**config.mk**
```make
export PLATFORM = sky130hd
export DESIGN_NAME = mc_control_fsm
export DESIGN_NICKNAME = d
export VERILOG_FILES = /design/src/rtl/mc_pkg.sv /design/src/rtl/mc_control_fsm.sv
export SDC_FILE = /design/constraint.sdc
export NUM_CORES = 1
export LEC_CHECK = 0
export BUFFER_PORTS_ARGS = -buffer_cell sky130_fd_sc_hd__buf_2
export CORE_MARGIN = 2
export CORE_UTILIZATION = 43
export DETAILED_ROUTE_END_ITERATION = 12
export PLACE_DENSITY = 0.77
export SLEW_MARGIN = 20
export SYNTH_ARGS = -nofsm -noshare
export SYNTH_HDL_FRONTEND = slang
export SYNTH_SLANG_ARGS = --single-unit
export TNS_END_PERCENT = 20
```
**constraint.sdc**
```tcl
create_clock -name clk -period 2.1 [get_ports clk]
set_input_delay 0.42 -clock clk [delete_from_list [all_inputs] [get_ports clk]]
set_output_delay 0.42 -clock clk [all_outputs]
set_load 0.01 [all_outputs]
```
**src/rtl/mc_pkg.sv**
```systemverilog
// Shared definitions for the multi-cycle MIPS control FSM: state encoding,
// opcodes, and the datapath select encodings driven by the controller.
package mc_pkg;

   typedef enum logic [3:0] {
      ST_FETCH  = 4'd0,
      ST_DECODE = 4'd1,
      ST_MEMADR = 4'd2,
      ST_MEMRD  = 4'd3,
      ST_MEMWB  = 4'd4,
      ST_MEMWR  = 4'd5,
      ST_EXEC   = 4'd6,
      ST_ALUWB  = 4'd7,
      ST_BRANCH = 4'd8,
      ST_JUMP   = 4'd9,
      ST_ADDIEX = 4'd10,
      ST_ADDIWB = 4'd11
   } mc_state_t;

   // Opcodes (instruction[31:26]) understood by the controller.
   localparam logic [5:0] OP_RTYPE = 6'b000000;
   localparam logic [5:0] OP_LW    = 6'b100011;
   localparam logic [5:0] OP_SW    = 6'b101011;
   localparam logic [5:0] OP_BEQ   = 6'b000100;
   localparam logic [5:0] OP_J     = 6'b000010;
   localparam logic [5:0] OP_ADDI  = 6'b001000;

   // ALU operation selects.
   localparam logic [1:0] ALU_ADD   = 2'b00;
   localparam logic [1:0] ALU_SUB   = 2'b01;
   localparam logic [1:0] ALU_FUNCT = 2'b10;

   // ALU B-operand selects.
   localparam logic [1:0] SRCB_REG     = 2'b00;
   localparam logic [1:0] SRCB_CONST4  = 2'b01;
   localparam logic [1:0] SRCB_IMM     = 2'b10;
   localparam logic [1:0] SRCB_IMM_SL2 = 2'b11;

   // Next-PC source selects.
   localparam logic [1:0] PCSRC_ALU    = 2'b00;
   localparam logic [1:0] PCSRC_ALUOUT = 2'b01;
   localparam logic [1:0] PCSRC_JUMP   = 2'b10;

endpackage

```
**src/rtl/mc_control_fsm.sv**
```systemverilog
// Multi-cycle MIPS control unit. One state register; all datapath controls
// decode combinationally from the current state (and mem_ready for the
// memory-wait states). Reset forces every control low.
module mc_control_fsm
   import mc_pkg::*;
(
   input  logic       clk,
   input  logic       reset,
   input  logic [5:0] opcode,
   input  logic       mem_ready,
   output logic       pc_write,
   output logic       pc_write_cond,
   output logic       iord,
   output logic       mem_read,
   output logic       mem_write,
   output logic       ir_write,
   output logic       mem_to_reg,
   output logic       reg_dst,
   output logic       reg_write,
   output logic       alu_src_a,
   output logic [1:0] alu_src_b,
   output logic [1:0] alu_op,
   output logic [1:0] pc_source,
   output logic       illegal_op,
   output logic [3:0] state_dbg
);

   mc_state_t state;
   mc_state_t next_state;
   // Remembers whether the decoded memory instruction was a store, so the
   // MEMADR exit does not depend on opcode after DECODE.
   logic      is_store;

   assign state_dbg = state;

   // State register plus the lw/sw flag captured during DECODE.
   always_ff @(posedge clk or posedge reset) begin
      if (reset) begin
         state    <= ST_FETCH;
         is_store <= 1'b0;
      end else begin
         state <= next_state;
         if (state == ST_DECODE) begin
            is_store <= (opcode == OP_SW);
         end
      end
   end

   // Next-state and control decode; reset overrides every output to 0.
   always_comb begin
      next_state    = ST_FETCH;
      pc_write      = 1'b0;
      pc_write_cond = 1'b0;
      iord          = 1'b0;
      mem_read      = 1'b0;
      mem_write     = 1'b0;
      ir_write      = 1'b0;
      mem_to_reg    = 1'b0;
      reg_dst       = 1'b0;
      reg_write     = 1'b0;
      alu_src_a     = 1'b0;
      alu_src_b     = SRCB_REG;
      alu_op        = ALU_ADD;
      pc_source     = PCSRC_ALU;
      illegal_op    = 1'b0;
      case (state)
         ST_FETCH: begin
            mem_read   = 1'b1;
            alu_src_b  = SRCB_CONST4;
            ir_write   = mem_ready;
            pc_write   = mem_ready;
            next_state = mem_ready ? ST_DECODE : ST_FETCH;
         end
         ST_DECODE: begin
            alu_src_b = SRCB_IMM_SL2;
            case (opcode)
               OP_RTYPE:     next_state = ST_EXEC;
               OP_LW, OP_SW: next_state = ST_MEMADR;
               OP_BEQ:       next_state = ST_BRANCH;
               OP_J:         next_state = ST_JUMP;
               OP_ADDI:      next_state = ST_ADDIEX;
               default: begin
                  next_state = ST_FETCH;
                  illegal_op = 1'b1;
               end
            endcase
         end
         ST_MEMADR: begin
            alu_src_a  = 1'b1;
            alu_src_b  = SRCB_IMM;
            next_state = is_store ? ST_MEMWR : ST_MEMRD;
         end
         ST_MEMRD: begin
            mem_read   = 1'b1;
            iord       = 1'b1;
            next_state = mem_ready ? ST_MEMWB : ST_MEMRD;
         end
         ST_MEMWB: begin
            reg_write  = 1'b1;
            mem_to_reg = 1'b1;
         end
         ST_MEMWR: begin
            mem_write  = 1'b1;
            iord       = 1'b1;
            next_state = mem_ready ? ST_FETCH : ST_MEMWR;
         end
         ST_EXEC: begin
            alu_src_a  = 1'b1;
            alu_op     = ALU_FUNCT;
            next_state = ST_ALUWB;
         end
         ST_ALUWB: begin
            reg_write = 1'b1;
            reg_dst   = 1'b1;
         end
         ST_BRANCH: begin
            alu_src_a     = 1'b1;
            alu_op        = ALU_SUB;
            pc_write_cond = 1'b1;
            pc_source     = PCSRC_ALUOUT;
         end
         ST_JUMP: begin
            pc_write  = 1'b1;
            pc_source = PCSRC_JUMP;
         end
         ST_ADDIEX: begin
            alu_src_a  = 1'b1;
            alu_src_b  = SRCB_IMM;
            next_state = ST_ADDIWB;
         end
         ST_ADDIWB: begin
            reg_write = 1'b1;
         end
         default: next_state = ST_FETCH;
      endcase
      if (reset) begin
         pc_write      = 1'b0;
         pc_write_cond = 1'b0;
         iord          = 1'b0;
         mem_read      = 1'b0;
         mem_write     = 1'b0;
         ir_write      = 1'b0;
         mem_to_reg    = 1'b0;
         reg_dst       = 1'b0;
         reg_write     = 1'b0;
         alu_src_a     = 1'b0;
         alu_src_b     = 2'b00;
         alu_op        = 2'b00;
         pc_source     = 2'b00;
         illegal_op    = 1'b0;
      end
   end

endmodule

```
**Yosys cells after proc, flatten, opt, wreduce, memory -nomap -nowiden**

Cells that the tools add are included.

- Register bits after elaboration: 5
- Bits of input ports: 9
- Output and inout bits: 21
- Word-level logic and storage cells: 62

- Equal/unequal tests: 16
- Multiplexer cells: 35
- Reductions and logical operators: 9

Operators by type and width:

| cell | count |
|---|---|
| $pmux W4 S7 | 1 |
| $mux W1 | 23 |
| $pmux W4 S5 | 1 |
| $eq A4 B3 Y1 const B | 4 |
| $eq A4 B4 Y1 const B | 4 |
| $eq A6 B6 Y1 const B | 2 |
| $mux W3 | 3 |
| $eq A4 B2 Y1 const B | 2 |
| $pmux W2 S2 | 2 |
| $reduce_or A2 Y1 | 4 |
| $eq A6 B2 Y1 const B | 1 |
| $eq A6 B3 Y1 const B | 1 |
| $eq A6 B4 Y1 const B | 1 |
| $logic_not A6 Y1 | 1 |
| $mux W2 | 3 |
| $pmux W2 S3 | 1 |
| $reduce_or A6 Y1 | 1 |
| $eq A4 B1 Y1 const B | 1 |
| $logic_not A4 Y1 | 1 |
| $reduce_or A4 Y1 | 1 |
| $reduce_or A3 Y1 | 1 |
| $pmux W1 S2 | 1 |

**Longest topological paths before layout**

Gate-level depths: netlist of run 1.

- Depth after elaboration: 5
- Depth in mapped cells: 5
- Mapped depth without buffers: 4

**Worst setup path after synthesis of run 1**

No wires, ideal clock.

- Kind: flip-flop to output port
- Start point: reg state[1], in the netlist state_dbg[1]
- End point: out pc_source[0]
- Arrival time: 1500 ps
- Data required time: 1680 ps
- Slack: 180 ps
- Cell stages (with the launch flop): 5
- Buffers on the path: 3
- Cell sequence: dfrtp_1 > buf_6 > clkbuf_1 > nor4_1 > buf_4

- Longest elaborated chain between the ends: 3
- Elaborated cells between the ends (all ways): 4
- Classes of those cells: eq/ne (2); mux (2)

RTL lines:

| item | RTL line | source |
|---|---|---|
| from (decl) | mc_control_fsm.sv:28 | `mc_state_t state;` |
| from (signal assigned) | mc_control_fsm.sv:42 | `state <= next_state;` |
| $eq A4 B4 Y1 | mc_control_fsm.sv:66 | `case (state)` |
| $pmux W2 S2 * | mc_control_fsm.sv:66 |  |
| $mux W2 * | mc_control_fsm.sv:136 | `if (reset) begin` |
| to (decl) | mc_control_fsm.sv:23 | `output logic [1:0] pc_source,` |

Every way passes the cells marked *; elsewhere a longest branch is shown, timed or not.

**Final worst setup path of run 1**

- Start point: reg state[2], in the netlist state_dbg[2]
- End point: out illegal_op

- Longest elaborated chain between the ends: 3

RTL lines:

| item | RTL line | source |
|---|---|---|
| $eq A4 B1 Y1 | mc_control_fsm.sv:66 |  |
| $mux W1 | mc_control_fsm.sv:66 |  |
| $mux W1 | mc_control_fsm.sv:136 |  |
| to (decl) | mc_control_fsm.sv:24 | `output logic illegal_op,` |

Every way passes these cells.

==> impl_metrics.py, run 1 <==
metrics = {
    "clock_network": {
        "cts_root_buffer": "clkbuf_4",
        "hold_buffers": 0,
        "cts.path.max_buffers": 2,
        "cts.sinks": 5,
        "clkLatencyLatePin_ns": 0.24,
        "cts_buffers": 3,
        "cts_tree": "built",
        "post_cts_buffers": 0,
        "h-tree-depth": 1,
        "cts.clk_slew.worst_paths_ns": 0.04,
    },
    "synthesis": {
        "yosysUniqueCellTypes": 33,
        "synth-edff-count": 0,
        "yosys_warnings": 0,
        "syn_area_per_cell_um2": 7.48,
        "synth-seq-area-share_pct": 21.5,
        "syn_inst": 78,
        "synth_common_cells": "8 x nor3_1, 7 x nor4_1, 6 x nand2_1, 6 x nor2_1",
        "yosys-top-cells-area": "dfrtp_1 21%, nor4_1 7.5%, nor3_1 6.9%",
        "synth_top_cell_area_share_pct": 21.5,
        "synthArstFlopShare_pct": 100,
        "synth.most_common_cell": "nor3_1",
        "synth_ff_type": "dfrtp_1",
        "synth_top_area_cell": "dfrtp_1",
        "ys_ff_latch": 5,
        "synth_nets": 87,
        "syn_area_um2": 583,
    },
    "floorplan": {
        "num_io_pins": 30,
        "initial_core_util_pct": 45.4,
        "core-area_mm2": 0.00128,
        "rows": 13,
        "fp.dieH_um": 40.8,
        "fp.dieArea_mm2": 0.00167,
        "die_w_um": 40.8,
    },
    "cells_and_area": {
        "multiInputGateArea_um2": 405,
        "syn_to_final_growth_pct": 32.8,
        "regArea_um2": 126,
        "drive_above_1_share_pct": 40.4,
        "n_antenna_cell": 0,
        "stdcell_area_um2": 774,
        "fillers": 127,
        "nets": 119,
        "final_cell_count_no_fill": 124,
    },
    "flow_run": {
        "drv_cap": 0,
    },
    "placement": {
        "dp.cells": 120,
        "place_congestion": 0.766,
        "place_hpwl_um": 1200,
        "io_buffers": 29,
        "place_area_um2": 747,
    },
    "timing": {
        "finalClockSkew_ns": 0.00463,
        "max-slew-margin-rel_pct": 80.4,
        "tns_ns": 0,
        "setup_viol": 0,
        "rsz0062_at_grt": "false",
        "period_needed_ns": 1.98,
        "drv_slew": 0,
        "fin_crit_sh_pct": 94.1,
        "hold_ws_ns": 0.186,
        "worst_slew_pin_slew_ns": 0.290,
        "fmax_ghz": 0.506,
        "final-hold-violation-count": 0,
    },
    "worst_setup_path": {
        "worstSetupPathType": "register to output pin",
        "cp-end-kind": "output pin",
        "crit_fanout": 5,
        "worstPathArrival_ns": 1.56,
        "required_ns": 1.68,
        "critical_path.startpoint_type": "register",
    },
    "global_routing": {
        "track_usage_pct": 20.0,
        "grt_overflow": 0,
        "grt_pass1_wl_um": 2210,
        "grt_max_degree": 16,
        "antenna_found_initial": 0,
        "first_global_vias": 519,
    },
    "power": {
        "ir_drop_v": 0.000625,
        "powerDensity_mw_per_mm2": 753,
        "leakage_nw": 0.374,
    },
    "outcome": {
        "outcome": "finished, final reports clean",
    },
    "detailed_routing": {
        "drtIter0Drc": 11,
        "vias": 718,
        "antenna_left": 0,
        "dr.pass1.iters": 4,
        "drcViolationCount": 0,
        "wl_um": 1530,
        "post_drt_wl_per_cell_um": 12.3,
        "viasPerCell": 5.79,
    },
    "hold_path": {
        "hp-class": "input pin to asynchronous set/reset pin",
    },
}
-- kinds of logic (layout without fill, tap and decap cells) --
kind of cell	after synthesis	after routing	share of synthesized area [%]
buffers and inverters	11	42	9.01
xor gates and xnor gates	2	2	3.00
DFF	5	5	21.5
and+or+nand+nor	42	42	42.5
AOI/OAI and AO/OA	18	18	24.0
-- final cells by class --
| class | instances | area share, % |
|---|---|---|
| Clock buffer | 4 | 3.39 |
| Sequential cell | 5 | 16.3 |
| Tap cell | 15 | 2.42 |
| Timing Repair Buffer | 34 | 23.6 |
| Inverter | 4 | 1.94 |
| Multi-Input combinational cell | 62 | 52.3 |
-- worst max-delay path, stage by stage, from the launching register on --
cell and delay, ns:
dfrtp_1 0.40, or3_1 0.42, nor4b_1 0.30, buf_2 0.18
-- cells in the final DEF, fill, tap and decap left out, drive strengths merged --
cell and n:
buf 34, xor2 1, o211ai 1, nand2b 3
nand4b 2, xnor2 1, inv 4, o41ai 3
nor4b 2, nor3 8, clkbuf 4, and3 2
nor4 7, o31ai 1, nor2 6, a211o 1
o21ai 2, a31o 2, a211oi 2, nand2 6
nor2b 1, or3 2, a21oi 3, o32a 1
nand3 2, o22ai 1, dfrtp 5, or4 1
o221ai 1
-- sequential cells by signal, summed over array words and instances (netlist names) --
| register | flops |
|---|---|
| is_store | 1 |
| state_dbg | 4 |
-- power breakdown --
| group | switching [mW] | internal (mW) | leakage, nW |
|---|---|---|---|
| combinational | 0.176 | 0.146 | 0.293 |
| clock | 0.0375 | 0.0717 | 0.0150 |
| sequential | 0.0394 | 0.113 | 0.0663 |
-- per-layer routing --
| layer | wire [um] | vias to the layer above | GRT usage [%] |
|---|---|---|---|
| met2 | 747 | 29 | 31.6 |
| met4 | 0 | 0 | 5.00 |
| met1 | 695 | 324 | 26.8 |
| met5 | 0 | - | 0 |
| met3 | 87 | 0 | 4.89 |
| li1 | - | 365 | - |
-- per-stage QoR --
step / total power, mW / worst slack [ns] / utilization, %
2_1_floorplan: 0.364 / 0.180 / -
3_3_place_gp: 0.467 / 0.273 / 58.1
3_5_place_dp: 0.472 / 0.240 / 58.1
4_1_cts: 0.585 / 0.0882 / 60.2
5_1_grt: 0.630 / 0.0502 / 60.3
6_report: 0.584 / 0.124 / 60.3
-- repair_timing --
action	4_1_cts	5_1_grt
endpoints found under the setup margin	0	2
endpoints found under the hold margin	0	0
resized for setup	0	1
-- final timing paths --
kind / from / to / slack [ns] / depth (start not counted)
max reg2reg: state_dbg[1] / state_dbg[2] / 0.33 / 4
min in group clk: opcode[4] / is_store / 0.44 / 2
max in group asynchronous: reset / state_dbg[0] / 1.73 / 2
max: state_dbg[2] / illegal_op / 0.12 / 3
min: reset / state_dbg[2] / 0.19 / 2
min reg2reg: is_store / is_store / 0.52 / 2
No activity file was read; power rests on OpenSTA's default activity.
==> run 2: changes to the inputs <==
--- a/config.mk
+++ b/config.mk
@@ -6,8 +6,10 @@
 export NUM_CORES = 1
 export LEC_CHECK = 0
 export BUFFER_PORTS_ARGS = -buffer_cell sky130_fd_sc_hd__buf_2
+export CELL_PAD_IN_SITES_DETAIL_PLACEMENT = 1
+export CELL_PAD_IN_SITES_GLOBAL_PLACEMENT = 2
 export CORE_MARGIN = 2
-export CORE_UTILIZATION = 43
+export CORE_UTILIZATION = 22
 export DETAILED_ROUTE_END_ITERATION = 12
 export PLACE_DENSITY = 0.77
 export SLEW_MARGIN = 20
==> impl_metrics.py, run 2 (synthesis results as in run 1) <==
metrics = {
    "outcome": {
        "outcome": "finished, final reports clean",
    },
    "detailed_routing": {
        "drtIter0Drc": 14,
        "vias": 766,
        "wl_um": 2110,
        "viasPerCell": 5.51,
        "post_drt_wl_per_cell_um": 15.2,
        "dr.pass1.iters": 4,
        "antenna_left": 0,
        "drcViolationCount": 0,
    },
    "floorplan": {
        "fp.dieArea_mm2": 0.00308,
        "fp.dieH_um": 55.5,
        "num_io_pins": 30,
        "core-area_mm2": 0.00250,
        "rows": 18,
        "die_w_um": 55.5,
        "initial_core_util_pct": 23.3,
    },
    "global_routing": {
        "antenna_found_initial": 0,
        "grt_overflow": 0,
        "grt_pass1_wl_um": 3330,
        "grt_max_degree": 15,
        "track_usage_pct": 13.5,
        "first_global_vias": 706,
    },
    "power": {
        "powerDensity_mw_per_mm2": 756,
        "leakage_nw": 0.373,
        "ir_drop_v": 0.000240,
    },
    "worst_setup_path": {
        "crit_chain": "or3_1, nor4b_1, buf_2",
        "critical_path.startpoint_type": "register",
        "rr_startpoint": "state_dbg[1]",
        "cp-end-kind": "output pin",
        "rr_endpoint": "state_dbg[2]",
        "worstPathArrival_ns": 1.65,
        "required_ns": 1.68,
        "rrSetupSlack_ns": 0.34,
        "r2r_cells": 4,
        "worstSetupPathType": "register to output pin",
        "crit_fanout": 7,
        "slowest_stage": "or3_1",
        "cp_slowest_stage_delay_ns": 0.45,
    },
    "cells_and_area": {
        "n_antenna_cell": 0,
        "nets": 119,
        "layout_commonest_cell": "buf_2",
        "drive_above_1_share_pct": 40.4,
        "mostFrequentLayoutCells": "29 x buf_2, 8 x nor3_1, 7 x nor4_1",
        "final_core_util_pct": 31.7,
        "largest_reg_flops": 4,
        "syn_to_final_growth_pct": 36.1,
        "stdcell_area_um2": 793,
    },
    "placement": {
        "place_hpwl_um": 1670,
        "io_buffers": 29,
        "place_area_um2": 766,
        "pre_cts_slack_ns": 0.255,
        "place_congestion": 0.799,
    },
    "flow_run": {
        "drv_cap": 0,
    },
    "clock_network": {
        "cts_root_buffer": "clkbuf_4",
        "cts_tree": "built",
        "cts_buffers": 3,
        "cts.sinks": 5,
        "h-tree-depth": 1,
        "cts.path.max_buffers": 2,
        "clkLatencyLatePin_ns": 0.25,
        "cts.clk_slew.worst_paths_ns": 0.05,
    },
    "timing": {
        "final.setup.worst_slack_ns": 0.0316,
        "period_needed_ns": 2.07,
        "max-slew-margin-rel_pct": 77.9,
        "setup_viol": 0,
        "worst_slew_pin_slew_ns": 0.328,
        "fmax_ghz": 0.483,
        "drv_slew": 0,
        "finalClockSkew_ns": 0.00697,
        "fin_crit_sh_pct": 98.5,
        "final-hold-violation-count": 0,
        "rsz0062_at_grt": "true",
    },
    "hold_path": {
        "hp-class": "input pin to asynchronous set/reset pin",
    },
}
## run 2: per-stage QoR
stage	power, mW	instances	setup TNS (ns)	hold slack (ns)
global route	0.644	139	-0.136	0.299
finish	0.600	139	0	0.263
CTS	0.606	139	0	0.262
floorplan	0.364	78	0	0.410
global placement	0.480	135	0	0.503
detailed placement	0.487	135	0	0.514
## run 2: worst max-delay path by stage
stage	start	to	slack (ns)	cells after the start
CTS	state_dbg[2]	illegal_op	0.007	3
floorplan	state_dbg[1]	pc_source[0]	0.18	4
finish	state_dbg[2]	illegal_op	0.03	3
global placement	reset	illegal_op	0.25	4
detailed placement	reset	illegal_op	0.26	4
global route	state_dbg[2]	illegal_op	-0.07	3
## run 2: cell type report
class,count,area (um^2)
clock buffer,4,26.3
fill,333,1710
inverter,4,15.0
multi-input combinational,62,405
sequential,5,126
tap,30,37.5
timing repair buffer,34,183
## run 2: report_power, final
part | switching (mW) | leakage (nW) | internal [mW]
registers | 0.0348 | 0.0663 | 0.113
logic | 0.194 | 0.292 | 0.143
clock network | 0.0420 | 0.0150 | 0.0720
## run 2: critical path: cells and delay by family (launching register included)
family        cells  cell delay (ns)
simple gates      2             0.77
flops             1             0.43
buf+inv           1             0.19
## run 2: routing by layer
metal / track usage, % / vias to the layer above / part of all wire, % / wire [um]
li1: - / 364 / - / -
met3: 2.34 / 4 / 5.9 / 124
met4: 7.32 / 0 / 1.7 / 36
met2: 21.9 / 28 / 48 / 1010
met1: 16.8 / 370 / 45 / 944
met5: 0 / - / 0 / 0
## run 2: repair_timing
action	4_1_cts	5_1_grt
buffers inserted	0	0
hold buffers	0	0
setup endpoints to repair	0	4
resized for setup	0	1
==> run 3: changes to the inputs <==
--- a/config.mk
+++ b/config.mk
@@ -5,14 +5,14 @@
 export SDC_FILE = /design/constraint.sdc
 export NUM_CORES = 1
 export LEC_CHECK = 0
+export ABC_AREA = 1
 export BUFFER_PORTS_ARGS = -buffer_cell sky130_fd_sc_hd__buf_2
 export CELL_PAD_IN_SITES_DETAIL_PLACEMENT = 1
 export CELL_PAD_IN_SITES_GLOBAL_PLACEMENT = 2
 export CORE_MARGIN = 2
-export CORE_UTILIZATION = 22
+export CORE_UTILIZATION = 19
 export DETAILED_ROUTE_END_ITERATION = 12
-export PLACE_DENSITY = 0.77
-export SLEW_MARGIN = 20
+export PLACE_DENSITY = 0.78
 export SYNTH_ARGS = -nofsm -noshare
 export SYNTH_HDL_FRONTEND = slang
 export SYNTH_SLANG_ARGS = --single-unit
==> impl_metrics.py, run 3 <==
metrics = {
    "detailed_routing": {
        "dr.pass1.iters": 3,
        "drcViolationCount": 0,
        "wl_um": 1780,
        "vias": 704,
        "post_drt_wl_per_cell_um": 10.7,
        "viasPerCell": 4.22,
        "antenna_left": 0,
        "drtIter0Drc": 14,
    },
    "placement": {
        "place_hpwl_um": 1600,
        "io_buffers": 29,
        "place_congestion": 0.715,
        "pre_cts_slack_ns": 0.407,
        "dp.cells": 163,
    },
    "synthesis": {
        "yosys-top-cells-area": "dfrtp_1 23%, nand2_1 21%, nor2_1 19%",
        "synth_common_cells": "31 x nand2_1, 27 x nor2_1, 10 x inv_1, 10 x nand3_1, 5 x dfrtp_1",
        "syn_inst": 105,
        "syn_area_um2": 543,
        "synth-edff-count": 0,
        "synth_ff_type": "dfrtp_1",
        "synthArstFlopShare_pct": 100,
        "yosys_warnings": 0,
        "synth_top_area_cell": "dfrtp_1",
        "synth-seq-area-share_pct": 23.0,
        "yosysUniqueCellTypes": 16,
        "synth_top_cell_area_share_pct": 23.0,
        "synth.most_common_cell": "nand2_1",
        "synth_nets": 114,
        "ys_ff_latch": 5,
        "syn_area_per_cell_um2": 5.17,
    },
    "hold_path": {
        "hp-class": "input pin to asynchronous set/reset pin",
    },
    "cells_and_area": {
        "syn_to_final_growth_pct": 36.6,
        "fillers": 379,
        "nets": 146,
        "final_cell_count_no_fill": 167,
        "multiInputGateArea_um2": 350,
        "n_antenna_cell": 0,
        "mostFrequentLayoutCells": "31 x nand2_1, 29 x buf_2, 27 x nor2_1",
        "layout_commonest_cell": "nand2_1",
        "regArea_um2": 125,
        "drive_above_1_share_pct": 30.1,
        "largest_reg_flops": 4,
    },
    "power": {
        "ir_drop_v": 0.000291,
        "powerDensity_mw_per_mm2": 915,
        "leakage_nw": 0.470,
    },
    "timing": {
        "finalClockSkew_ns": 0.00408,
        "rsz0062_at_grt": "false",
        "fmax_ghz": 0.532,
        "hold_ws_ns": 0.196,
        "drv_slew": 0,
        "fin_crit_sh_pct": 89.6,
        "max-slew-margin-rel_pct": 81.2,
        "final-hold-violation-count": 0,
        "setup_viol": 0,
        "period_needed_ns": 1.88,
        "tns_ns": 0,
        "worst_slew_pin_slew_ns": 0.281,
        "final.setup.worst_slack_ns": 0.219,
    },
    "clock_network": {
        "cts_buffers": 3,
        "cts.clk_slew.worst_paths_ns": 0.04,
        "cts_root_buffer": "clkbuf_4",
        "hold_buffers": 0,
        "post_cts_buffers": 0,
        "clkLatencyLatePin_ns": 0.24,
        "h-tree-depth": 1,
        "cts.sinks": 5,
        "ctsResizeCount": 0,
        "cts.path.max_buffers": 2,
        "cts_tree": "built",
    },
    "worst_setup_path": {
        "critical_path.startpoint_type": "register",
        "crit_fanout": 7,
        "worstPathArrival_ns": 1.46,
        "required_ns": 1.68,
        "worstSetupPathType": "register to output pin",
        "cp-end-kind": "output pin",
    },
    "floorplan": {
        "die_w_um": 57.5,
        "core-area_mm2": 0.00273,
        "initial_core_util_pct": 19.9,
        "fp.dieH_um": 57.5,
        "num_io_pins": 30,
        "fp.dieArea_mm2": 0.00330,
        "rows": 19,
    },
    "global_routing": {
        "antenna_found_initial": 0,
        "grt_pass1_wl_um": 3090,
        "grt_max_degree": 14,
        "track_usage_pct": 11.6,
        "grt_overflow": 0,
        "first_global_vias": 691,
    },
    "flow_run": {
        "drv_cap": 0,
    },
    "outcome": {
        "outcome": "finished, final reports clean",
    },
}
## run 3: metrics by stage
stage	cell area [um^2]	utilization (%)	total power, mW
2_1_floorplan	543	-	0.427
5_1_grt	742	27.1	0.763
6_report	742	27.1	0.679
4_1_cts	742	27.1	0.699
3_5_place_dp	716	26.2	0.587
3_3_place_gp	716	26.2	0.584
## run 3: area by class of cell
type	count	share of cell area (%)
multi-input cells	83	47.2
repair buffers	29	19.6
flip-flops and latches	5	16.9
inverters	15	7.59
well taps	31	5.23
clock buffers	4	3.54
## run 3: worst paths after layout
path                              start           end  slack, ns  cells after the start
hold / removal                    reset  state_dbg[2]       0.20                      2
setup / recovery           state_dbg[2]    illegal_op       0.22                      6
setup reg to reg           state_dbg[0]  state_dbg[0]       0.89                      5
hold reg to reg                is_store      is_store       0.54                      2
max in group asynchronous         reset  state_dbg[1]       1.72                      2
min in group clk              opcode[3]      is_store       0.45                      3
## run 3: worst max-delay path, cell delays in order, from the launching register on
cell	delay [ns]
dfrtp_1	0.42
nor2_2	0.28
nand2_2	0.14
nor2_1	0.11
nand2_1	0.06
nor2_1	0.09
buf_2	0.13
## run 3: cells by family (layout without fill, tap and decap cells)
| kind of cell | count (synthesis) | in the layout | synth area share [%] |
|---|---|---|---|
| AND/OR/NAND/NOR | 76 | 76 | 57.8 |
| buffers and inverters | 17 | 48 | 12.4 |
| AO/OA/AOI/OAI | 7 | 7 | 6.68 |
| flip-flops | 5 | 5 | 23.0 |
## run 3: per-layer routing
layer | part of all wire, % | global-route usage, % | wire length, um
met5 | 0 | 0 | 0
met4 | 0 | 2.99 | 0
met3 | 6.7 | 1.59 | 119
met2 | 47 | 20.0 | 841
met1 | 46 | 15.2 | 820
## run 3: power breakdown
part / switching, mW / internal, mW
registers: 0.0437 / 0.122
clock network: 0.0352 / 0.0716
logic: 0.269 / 0.138
total: 0.348 / 0.331
